**src/rtl/rtc_time_latch_pkg.sv**
```systemverilog
// Shared constants and types for the RTC time latch: digit encoding,
// burst byte slots, FSM states and the shadow time record.
package rtc_time_latch_pkg;

    localparam logic [4:0] DIGIT_BLANK = 5'h10;

    localparam int unsigned BYTE_SEC  = 0;
    localparam int unsigned BYTE_MIN  = 1;
    localparam int unsigned BYTE_HOUR = 2;

    typedef enum logic [1:0] {
        ST_IDLE   = 2'd0,
        ST_RECV   = 2'd1,
        ST_COMMIT = 2'd2
    } state_e;

    typedef struct packed {
        logic [3:0] hr_t;
        logic [3:0] hr_u;
        logic [3:0] mn_t;
        logic [3:0] mn_u;
        logic [3:0] sc_t;
        logic [3:0] sc_u;
        logic       pm;
    } time_t;

    function automatic logic [4:0] to_digit(input logic [3:0] d);
        return {1'b0, d};
    endfunction

endpackage

```
**src/rtl/rtc_time_latch_field.sv**
```systemverilog
// Combinational BCD field splitter and range check: tens/units of a 7-bit
// field, valid when tens, units and the decimal value are all in range.
module rtc_bcd_field (
    input  logic [6:0] field_in,
    input  logic [3:0] max_tens,
    input  logic [6:0] max_value,
    output logic [3:0] tens,
    output logic [3:0] units,
    output logic       valid
);
    logic [6:0] value_s;

    // Split the field and check every BCD limit at once
    always_comb begin
        tens    = {1'b0, field_in[6:4]};
        units   = field_in[3:0];
        value_s = {3'b000, tens} * 7'd10 + {3'b000, units};
        valid   = (tens <= max_tens) && (units <= 4'd9) && (value_s <= max_value);
    end

endmodule

```
**src/rtl/rtc_time_latch.sv**
```systemverilog
// Validates RTC burst frames into a shadow record, commits it atomically to the
// display snapshot and serves one digit per request, blanking when stale.
module rtc_time_latch #(
    parameter int unsigned BURST_LEN   = 8,
    parameter int unsigned STALE_LIMIT = 16,
    parameter int unsigned BLANK_LEAD  = 1
) (
    input  logic       clk,
    input  logic       rst,
    input  logic [7:0] byte_in,
    input  logic       byte_valid,
    input  logic       frame_start,
    input  logic       tick,
    input  logic [2:0] rd_pos,
    output logic [4:0] digit_out,
    output logic       pm,
    output logic       stale,
    output logic       frame_ok,
    output logic       frame_err
);
    import rtc_time_latch_pkg::*;

    localparam int unsigned      IDX_W     = (BURST_LEN > 1) ? $clog2(BURST_LEN) : 1;
    localparam logic [IDX_W-1:0] LAST_IDX  = IDX_W'(BURST_LEN - 1);
    localparam logic [IDX_W-1:0] IDX_ONE   = IDX_W'(1);
    localparam logic [7:0]       STALE_MAX = 8'(STALE_LIMIT);

    state_e           state_q, state_d;
    logic [IDX_W-1:0] idx_q, idx_d;
    logic             err_q, err_d;
    time_t            shadow_q, shadow_d;
    logic [5:0][4:0]  snap_q, snap_d;
    logic             pm_q, pm_d;
    logic [7:0]       stale_cnt_q, stale_cnt_d;
    logic             committed_q, committed_d;
    logic             stale_q, stale_d;
    logic [4:0]       digit_q, digit_d;
    logic             frame_ok_q, frame_ok_d;
    logic             frame_err_q, frame_err_d;

    logic             accept_s, restart_s, field_bad_s;
    logic [IDX_W-1:0] byte_idx_s;
    logic [3:0]       sc_t_s, sc_u_s, mn_t_s, mn_u_s, hr_t_s, hr_u_s;
    logic             sc_ok_s, mn_ok_s, hr_ok_s, hr_12h_s;
    logic [6:0]       hr_field_s, hr_max_val_s;
    logic [3:0]       hr_max_tens_s;

    rtc_bcd_field u_sec (.field_in(byte_in[6:0]), .max_tens(4'd5), .max_value(7'd59),
                         .tens(sc_t_s), .units(sc_u_s), .valid(sc_ok_s));
    rtc_bcd_field u_min (.field_in(byte_in[6:0]), .max_tens(4'd5), .max_value(7'd59),
                         .tens(mn_t_s), .units(mn_u_s), .valid(mn_ok_s));
    rtc_bcd_field u_hour (.field_in(hr_field_s), .max_tens(hr_max_tens_s), .max_value(hr_max_val_s),
                          .tens(hr_t_s), .units(hr_u_s), .valid(hr_ok_s));

    // Hours byte: bit7 selects 12 h (tens = bit4, bit5 = PM) or 24 h (tens = bits 5:4)
    always_comb begin
        hr_12h_s = byte_in[7];
        if (hr_12h_s) begin
            hr_field_s    = {3'b000, byte_in[4], byte_in[3:0]};
            hr_max_tens_s = 4'd1;
            hr_max_val_s  = 7'd12;
        end else begin
            hr_field_s    = {2'b00, byte_in[5:4], byte_in[3:0]};
            hr_max_tens_s = 4'd2;
            hr_max_val_s  = 7'd23;
        end
    end

    // Classify the incoming byte: part of a frame, and which slot it fills
    always_comb begin
        accept_s   = 1'b0;
        restart_s  = 1'b0;
        byte_idx_s = '0;
        case (state_q)
            ST_RECV: begin
                if (byte_valid) begin
                    accept_s   = 1'b1;
                    restart_s  = frame_start;
                    byte_idx_s = frame_start ? '0 : (idx_q + IDX_ONE);
                end else begin
                    accept_s = 1'b0;
                end
            end
            default: begin
                accept_s = byte_valid & frame_start;
            end
        endcase
    end

    // Frame FSM, shadow capture and atomic snapshot commit
    always_comb begin
        state_d     = state_q;
        idx_d       = idx_q;
        err_d       = err_q;
        shadow_d    = shadow_q;
        snap_d      = snap_q;
        pm_d        = pm_q;
        frame_ok_d  = 1'b0;
        frame_err_d = 1'b0;
        field_bad_s = 1'b0;
        if (state_q == ST_COMMIT) begin
            snap_d[0]  = to_digit(shadow_q.hr_t);
            snap_d[1]  = to_digit(shadow_q.hr_u);
            snap_d[2]  = to_digit(shadow_q.mn_t);
            snap_d[3]  = to_digit(shadow_q.mn_u);
            snap_d[4]  = to_digit(shadow_q.sc_t);
            snap_d[5]  = to_digit(shadow_q.sc_u);
            pm_d       = shadow_q.pm;
            frame_ok_d = 1'b1;
            state_d    = ST_IDLE;
        end else begin
            snap_d = snap_q;
        end
        if (accept_s) begin
            idx_d       = byte_idx_s;
            frame_err_d = restart_s;
            case (byte_idx_s)
                IDX_W'(BYTE_SEC): begin
                    shadow_d.sc_t = sc_t_s;
                    shadow_d.sc_u = sc_u_s;
                    field_bad_s   = ~sc_ok_s;
                end
                IDX_W'(BYTE_MIN): begin
                    shadow_d.mn_t = mn_t_s;
                    shadow_d.mn_u = mn_u_s;
                    field_bad_s   = ~mn_ok_s;
                end
                IDX_W'(BYTE_HOUR): begin
                    shadow_d.hr_t = hr_t_s;
                    shadow_d.hr_u = hr_u_s;
                    shadow_d.pm   = hr_12h_s & byte_in[5];
                    field_bad_s   = ~hr_ok_s | (hr_12h_s & (hr_t_s == 4'd0) & (hr_u_s == 4'd0));
                end
                default: begin
                    field_bad_s = 1'b0;
                end
            endcase
            err_d = ((byte_idx_s == '0) ? 1'b0 : err_q) | field_bad_s;
            if (byte_idx_s == LAST_IDX) begin
                state_d     = err_d ? ST_IDLE : ST_COMMIT;
                frame_err_d = err_d;
            end else begin
                state_d = ST_RECV;
            end
        end else begin
            idx_d = idx_q;
        end
    end

    // Stale timer: a commit clears it even when a tick lands in the same cycle
    always_comb begin
        committed_d = committed_q;
        if (state_q == ST_COMMIT) begin
            stale_cnt_d = 8'd0;
            committed_d = 1'b1;
        end else if (tick && (stale_cnt_q != STALE_MAX)) begin
            stale_cnt_d = stale_cnt_q + 8'd1;
        end else begin
            stale_cnt_d = stale_cnt_q;
        end
        stale_d = (stale_cnt_d == STALE_MAX) | ~committed_d;
    end

    // Display read mux
    always_comb begin
        digit_d = DIGIT_BLANK;
        if (stale_q) begin
            digit_d = DIGIT_BLANK;
        end else begin
            case (rd_pos)
                3'd0:    digit_d = ((BLANK_LEAD != 0) && (snap_q[0] == 5'd0)) ? DIGIT_BLANK : snap_q[0];
                3'd1:    digit_d = snap_q[1];
                3'd2:    digit_d = snap_q[2];
                3'd3:    digit_d = snap_q[3];
                3'd4:    digit_d = snap_q[4];
                3'd5:    digit_d = snap_q[5];
                default: digit_d = DIGIT_BLANK;
            endcase
        end
    end

    // State registers with synchronous reset
    always_ff @(posedge clk) begin
        if (rst) begin
            state_q     <= ST_IDLE;
            idx_q       <= '0;
            err_q       <= 1'b0;
            shadow_q    <= '0;
            snap_q      <= {6{DIGIT_BLANK}};
            pm_q        <= 1'b0;
            stale_cnt_q <= 8'd0;
            committed_q <= 1'b0;
            stale_q     <= 1'b1;
            digit_q     <= DIGIT_BLANK;
            frame_ok_q  <= 1'b0;
            frame_err_q <= 1'b0;
        end else begin
            state_q     <= state_d;
            idx_q       <= idx_d;
            err_q       <= err_d;
            shadow_q    <= shadow_d;
            snap_q      <= snap_d;
            pm_q        <= pm_d;
            stale_cnt_q <= stale_cnt_d;
            committed_q <= committed_d;
            stale_q     <= stale_d;
            digit_q     <= digit_d;
            frame_ok_q  <= frame_ok_d;
            frame_err_q <= frame_err_d;
        end
    end

    assign digit_out = digit_q;
    assign pm        = pm_q;
    assign stale     = stale_q;
    assign frame_ok  = frame_ok_q;
    assign frame_err = frame_err_q;

endmodule

```
**config.mk**
```make
export PLATFORM = sky130hd
export DESIGN_NAME = rtc_time_latch
export DESIGN_NICKNAME = d
export VERILOG_FILES = /design/src/rtl/rtc_time_latch_pkg.sv /design/src/rtl/rtc_time_latch_field.sv /design/src/rtl/rtc_time_latch.sv
export SDC_FILE = /design/constraint.sdc
export NUM_CORES = 1
export LEC_CHECK = 0
export ABC_AREA = 1
export ABC_CLOCK_PERIOD_IN_PS = 3630
export CORE_MARGIN = 4
export CORE_UTILIZATION = 51
export CTS_CLUSTER_SIZE = 40
export DETAILED_ROUTE_END_ITERATION = 10
export GPL_TIMING_DRIVEN = 0
export PLACE_DENSITY_LB_ADDON = 0.12
export SYNTH_ARGS = -nofsm -noshare
export SYNTH_HDL_FRONTEND = slang
export SYNTH_HIERARCHICAL = 1
export SYNTH_SLANG_ARGS = --single-unit
export TNS_END_PERCENT = 30
```
**constraint.sdc**
```tcl
create_clock -name clk -period 3.63 [get_ports clk]
set_input_delay 0.726 -clock clk [delete_from_list [all_inputs] [get_ports clk]]
set_output_delay 0.726 -clock clk [all_outputs]
set_load 0.01 [all_outputs]
```
# == Word-level counts from Yosys, hierarchy flattened ==
# Cells that the tools add are included.
# word_totals
register_bits,73
inputBits,16
out_inout_bits,9
elab_cells,99
# op_classes
n_addsub,4
multipliers,2
magnitude_cmp,6
eq_ne,12
muxes,24
bitwise,11
n_reduce_logical,17
# ops
cell,count
case mux 5 bit (6 select lines),1
2-to-1 mux 8 bit,2
adder 7 x 4 -> 7 bit,2
2-to-1 mux 2 bit,5
2-to-1 mux 5 bit,2
"equality test 3 x 2 -> 1 bit, second input constant",3
"equality test 3 bit, second input constant",3
2-to-1 mux 1 bit,9
2-to-1 mux 3 bit,3
"adder 8 x 1 -> 8 bit, second input constant",1
"equality test 8 x 5 -> 1 bit, second input constant",1
"less-or-equal comparator 4 bit, second input constant",2
logical NOT 4 bit,2
"!= test 8 x 5 -> 1 bit, second input constant",1
less-or-equal comparator 7 x 5 -> 1 bit,1
"less-or-equal comparator 7 x 6 -> 1 bit, second input constant",1
"equality test 3 x 1 -> 1 bit, second input constant",2
logical NOT 3 bit,2
"multiplier 3 x 3 -> 6 bit, second input constant",1
2-to-1 mux 6 bit,1
AND reduction 2 bit,3
OR reduction 2 bit,3
logical AND 1 bit,5
logical NOT 5 bit,1
11 further kinds,19

# == Depth between registers and ports, before layout ==
# logic_depth
ltp_word,13
ltp_mapped,19

# == By module ==
# Netlist, hierarchy kept.
# by_module_without_submodules
module,n_inst,cells_per_inst,area_each_um2
rtc_time_latch,1,450,3225.6
rtc_bcd_field at u_min ...,2,83,546.8
rtc_bcd_field at u_hour,1,82,545.5

# == Worst setup path after synthesis ==
# No wires, ideal clock.
# synth_path
path_kind,input to register
start,input byte_in[5]
end,register state_q[1]
arrival_ps,2875
slack_ps,685
cell_stages,18
n_path_buf,0
path_cell_list,inv_1 > nor2_1 > inv_1 > fa_1 > o21ai_1 > xor2_1 > ha_1 > nand2_1 > inv_1 > a21oi_1 > a21oi_1 > nor2_1 > o21ai_0 > nand2_1 > nand3_1 > nor2_2 > nand2_1 > a21oi_1
# synth_via
elab_chain_len,13
word_cells_on_any_way,25
cone_classes,add/sub: 2; mul: 2; order compare: 4; mux: 6; bitwise: 6; reduce/logical: 5
# synth_rtl
element,line,rtl
start: declaration,rtc_time_latch.sv:10,"input logic [7:0] byte_in,"
2-to-1 mux 6 bit *,rtc_time_latch.sv:58,if (hr_12h_s) begin
via hr_field_s[5],rtc_time_latch.sv:45,"logic [6:0] hr_field_s, hr_max_val_s;"
multiplier 2 x 3 -> 5 bit,rtc_time_latch_field.sv:17,"value_s = {3'b000, tens} * 7'd10 + {3'b000, units};"
adder 7 x 4 -> 7 bit,rtc_time_latch_field.sv:17,
less-or-equal comparator 7 x 5 -> 1 bit,rtc_time_latch_field.sv:18,valid = (tens <= max_tens) && (units <= 4'd9) && (value_s <= max_value);
logical AND 1 bit *,rtc_time_latch_field.sv:18,
via hr_ok_s,rtc_time_latch.sv:44,"logic sc_ok_s, mn_ok_s, hr_ok_s, hr_12h_s;"
inverter 1 bit *,rtc_time_latch.sv:132,field_bad_s = ~hr_ok_s | (hr_12h_s & (hr_t_s == 4'd0) & (hr_u_s == 4'd0));
OR 1 bit *,rtc_time_latch.sv:132,
case mux 1 bit (2 select lines) *,rtc_time_latch.sv:117,case (byte_idx_s)
2-to-1 mux 1 bit *,rtc_time_latch.sv:114,if (accept_s) begin
OR 1 bit *,rtc_time_latch.sv:138,err_d = ((byte_idx_s == '0) ? 1'b0 : err_q) | field_bad_s;
2-to-1 mux 2 bit *,rtc_time_latch.sv:140,state_d = err_d ? ST_IDLE : ST_COMMIT;
2-to-1 mux 2 bit *,rtc_time_latch.sv:139,if (byte_idx_s == LAST_IDX) begin
2-to-1 mux 2 bit *,rtc_time_latch.sv:114,
end signal: assignment,rtc_time_latch.sv:198,state_q <= state_d;
end: declaration,rtc_time_latch.sv:28,"state_e state_q, state_d;"
# The timed path passes the listed nets; every way through them passes the cells marked *. The select of a mux whose other input is x is not followed.
# A chain may end at the register's enable or synchronous reset.

# == Worst setup path in the final report ==
# layout_path
start,input byte_in[7]
end,register state_q[1]
# The elaborated chain is that of the path after synthesis.

==> impl_results.md <==
- Count of different cell masters after synthesis: 34
- Die ar.: 11200 um^2
- Post-Syn Area per Cell: 6.97 um^2
- Clock tree sinks: 74
- Tcrit/Tclk final: 93.0%
- Most Crowded Layer GR: met2
- Cell area after layout: 5570 um^2
- Crit path kind: input pin to flip-flop
- Cell Area, Synth: 4860 um^2
- Startpoint Class: input pin
- Finish-stage setup viols: 0
- Fillers: 916
- Post-synth top area share: 30.5%
- Number of global-route vias before repair: 4113
- Share of flip-flops with an asynchronous set or reset: 0%
- Placed Area: 5370 um^2
- Worst rel slew slack: 59.4%
- Clock power share: 31.5%
- Cell Int Power: 1260 uW
- Clk root buf: clkbuf_8
- CP Data Required Time: 3.91 ns
- CTS tree: done
- GR Layer Usage met1: 23.7%
- RR Endpoint: stale
- Global-route wire length before repair: 18100 um
- WHS Path Cells: 2
- CTS H-Tree Depth: 3
- Vias: 4308
- Tmin final: 3.37 ns
- Ys flop type: dfxtp_1
- Status: completed
- HPWL Detailed: 8000 um
- DP Worst Slack: -0.752 ns
- NumNets Final: 833
- Rows: 35
- Die Wd: 106 um
- Syn Inst Count: 698
- Reg2Reg Launch Point: stale_cnt_q[0]
- Hold Fails Final Rpt: 0
- Maxcap violations: 0
- Met3 Use GR: 2.20%
- CTS Buffer Depth: 2
- Largest net degree at the start of global routing: 14
- Max FO, Critical Path: 6
- Gate power share: 22.4%
- Cells on worst reg2reg path: 13
- Peak VDD IR: 0.181 mV
- Flops & latches, synth: 74
- CP Data Arrival Time: 3.65 ns
- Register area share after synthesis: 30.5%
- Leakage: 0.00273 uW
- Hold path endpoint: snap_q[12]
- GPL Wtd Cong: 0.867
- Slack of the critical path: 0.255 ns
- Switching power: 555 uW
- Crit end category: flip-flop
- Initial antenna violation count: 0
- Fmax: 0.296 GHz
- Final core occ: 60.0%
- Drt drc: 0
- Clock-pin transition on the worst setup and hold timing paths: 0.08 ns
- Switching share of power: 30.5%
- Pre-Repair DR Iteration Count: 5
- Hold Path Class: flip-flop to flip-flop
- Vias/cell: 4.80
- Routed Antenna Nets: 0
- Sequential share of power: 46.1%
- Synth area leader: dfxtp_1
- Met2 usage: 34.7%
- Clk_lat worst skew: 0.34 ns
- Worst-Margin Slew: 0.609 ns
- Share of layout cells above drive strength 1: 9.77%
- Top post-synthesis cells by area: dfxtp_1 (30%), ha_1 (13%), inv_1 (9.8%)
- HP Start: snap_q[12]
- Post-synth EDFFs: 0
- Num ports: 25
- Die Y: 106 um
- Unrepaired setup endpoints after global routing: no
- Register-to-register setup slack: 1.84 ns
- Initial Utilization: 52.4%
- Initial DRC count: 149
- Routed Wire Length: 10300 um
- Area growth from synthesis to layout: 14.5%
- Cts bufs inserted: 9
- Total congestion overflow: 0
- Core Region: 9280 um^2
- Pwr/cell area: 327 nW/um^2
- PortBufs: 23
- Warnings from Yosys: 6
- Diodes inserted: 0
- Max Slew Vio Count: 0
- Worst Clk Skew: 0.0106 ns
- DR WL/cell: 11.4 um
- Tot Pwr: 1820 uW
- Global-route usage over all layers: 19.4%
-- cell usage in the layout (no fill, tap or decap), types with 2 or more instances in the layout --
cell type | netlist | layout
clkdlybuf4s50_1 | 0 | 17
nor3_1 | 8 | 8
o21bai_1 | 6 | 6
buf_4 | 27 | 29
xor2_1 | 5 | 5
clkbuf_8 | 0 | 10
fa_1 | 3 | 3
nand4_1 | 4 | 4
o21ai_0 | 54 | 54
nand3_1 | 33 | 33
nand2_2 | 5 | 5
conb_1 | 5 | 34
clkbuf_1 | 11 | 11
nand3b_1 | 5 | 5
nor2_4 | 2 | 3
a21oi_1 | 53 | 53
dfxtp_1 | 74 | 74
nor2_2 | 4 | 4
inv_1 | 127 | 127
buf_2 | 2 | 2
clkinv_2 | 0 | 2
o21ai_1 | 9 | 9
clkinvlp_4 | 0 | 3
ha_1 | 51 | 51
nand3_2 | 4 | 4
xnor2_1 | 8 | 8
nand2_1 | 101 | 101
nor2_1 | 74 | 73
o22ai_1 | 9 | 9
inv_2 | 6 | 6
dlymetal6s2s_1 | 0 | 3
-- power groups by stage --
stage	logic, uW	registers, uW	clock network, uW
finish	408	839	573
CTS	404	839	590
detailed placement	404	858	0
global route	474	841	621
floorplan	305	855	0
global placement	386	857	0
-- sequential cells by signal (all words and copies together), names as in the netlist --
name and cells:
committed_q 1, digit_out 5, err_q 1, frame_err 1
frame_ok 1, idx_q 3, pm 1, shadow_q 25
snap_q 25, stale 1, stale_cnt_q 8, state_q 2
-- worst max-delay path, cell delays in order --
cell             delay (ns)
clkdlybuf4s50_1        0.56
nor2_4                 0.17
inv_1                  0.07
fa_1                   0.44
o21ai_1                0.18
xor2_1                 0.16
ha_1                   0.24
nand2_1                0.11
inv_1                  0.05
a21oi_1                0.14
a21oi_1                0.09
nor2_1                 0.09
o21ai_0                0.14
nand2_1                0.09
nand3_1                0.09
nor2_2                 0.11
nand2_1                0.06
a21oi_1                0.12
-- logic make-up (layout without fill, tap and decap cells) --
kind of cell | after synthesis | count (layout) | share of synthesized area (%)
DFF | 74 | 74 | 30.5
and+or+nand+nor | 242 | 242 | 21.9
other | 5 | 34 | 0.386
adders and majority gates | 54 | 54 | 14.4
buffers and inverters | 174 | 215 | 15.7
AOI/OAI and AO/OA | 136 | 136 | 14.9
xor gates and xnor gates | 13 | 13 | 2.34
-- Yosys cell counts, types with 6 or more instances --
library cell and instances:
inv_1 127, nand2_1 101, dfxtp_1 74, nor2_1 74
o21ai_0 54, a21oi_1 53, ha_1 51, nand3_1 33
buf_4 27, clkbuf_1 11, o21ai_1 9, o22ai_1 9
nor3_1 8, xnor2_1 8, inv_2 6, o21bai_1 6
-- through the flow --
stage | instances | TNS [ns] | hold WS [ns]
finish | 897 | 0 | 0.457
CTS | 895 | 0 | 0.460
floorplan | 727 | 0 | 0.430
global route | 897 | 0 | 0.485
detailed placement | 879 | -2.13 | 0.448
global placement | 879 | -1.92 | 0.445
-- timing repair --
action / 4_1_cts / 5_1_grt
gates cloned: 0 / 0
hold endpoints to repair: 0 / 0
buffers inserted: 0 / 2
gates resized for setup: 6 / 6
hold buffers: 0 / 0
endpoints found under the setup margin: 3 / 3
pin swaps: 0 / 1
-- area by class of cell --
class | count | area (um^2) | share of cell area (%)
multi-input combinational | 479 | 2740 | 49.1
sequential | 74 | 1480 | 26.6
inverter | 133 | 499 | 8.96
buffer | 41 | 265 | 4.76
timing repair buffer | 25 | 248 | 4.45
tap | 129 | 161 | 2.90
clock buffer | 10 | 138 | 2.47
clock inverter | 6 | 41.3 | 0.741
-- per-layer routing --
metal	part of all wire (%)	routed length (um)
met1	46	4720
met2	48	4920
met3	3.5	361
met4	2.4	245
met5	0	0
-- how the worst max path moves through the flow --
stage                from         end  slack, ns  cells after the start
5_1_grt        byte_in[7]  state_q[1]       0.01                     18
2_1_floorplan  byte_in[5]  state_q[1]       0.68                     18
4_1_cts        byte_in[2]  state_q[1]       0.01                     17
3_3_place_gp   byte_in[5]  state_q[1]      -0.68                     19
6_report       byte_in[7]  state_q[1]       0.26                     18
3_5_place_dp   byte_in[5]  state_q[1]      -0.75                     19
Power figures use the tool's default switching activity.
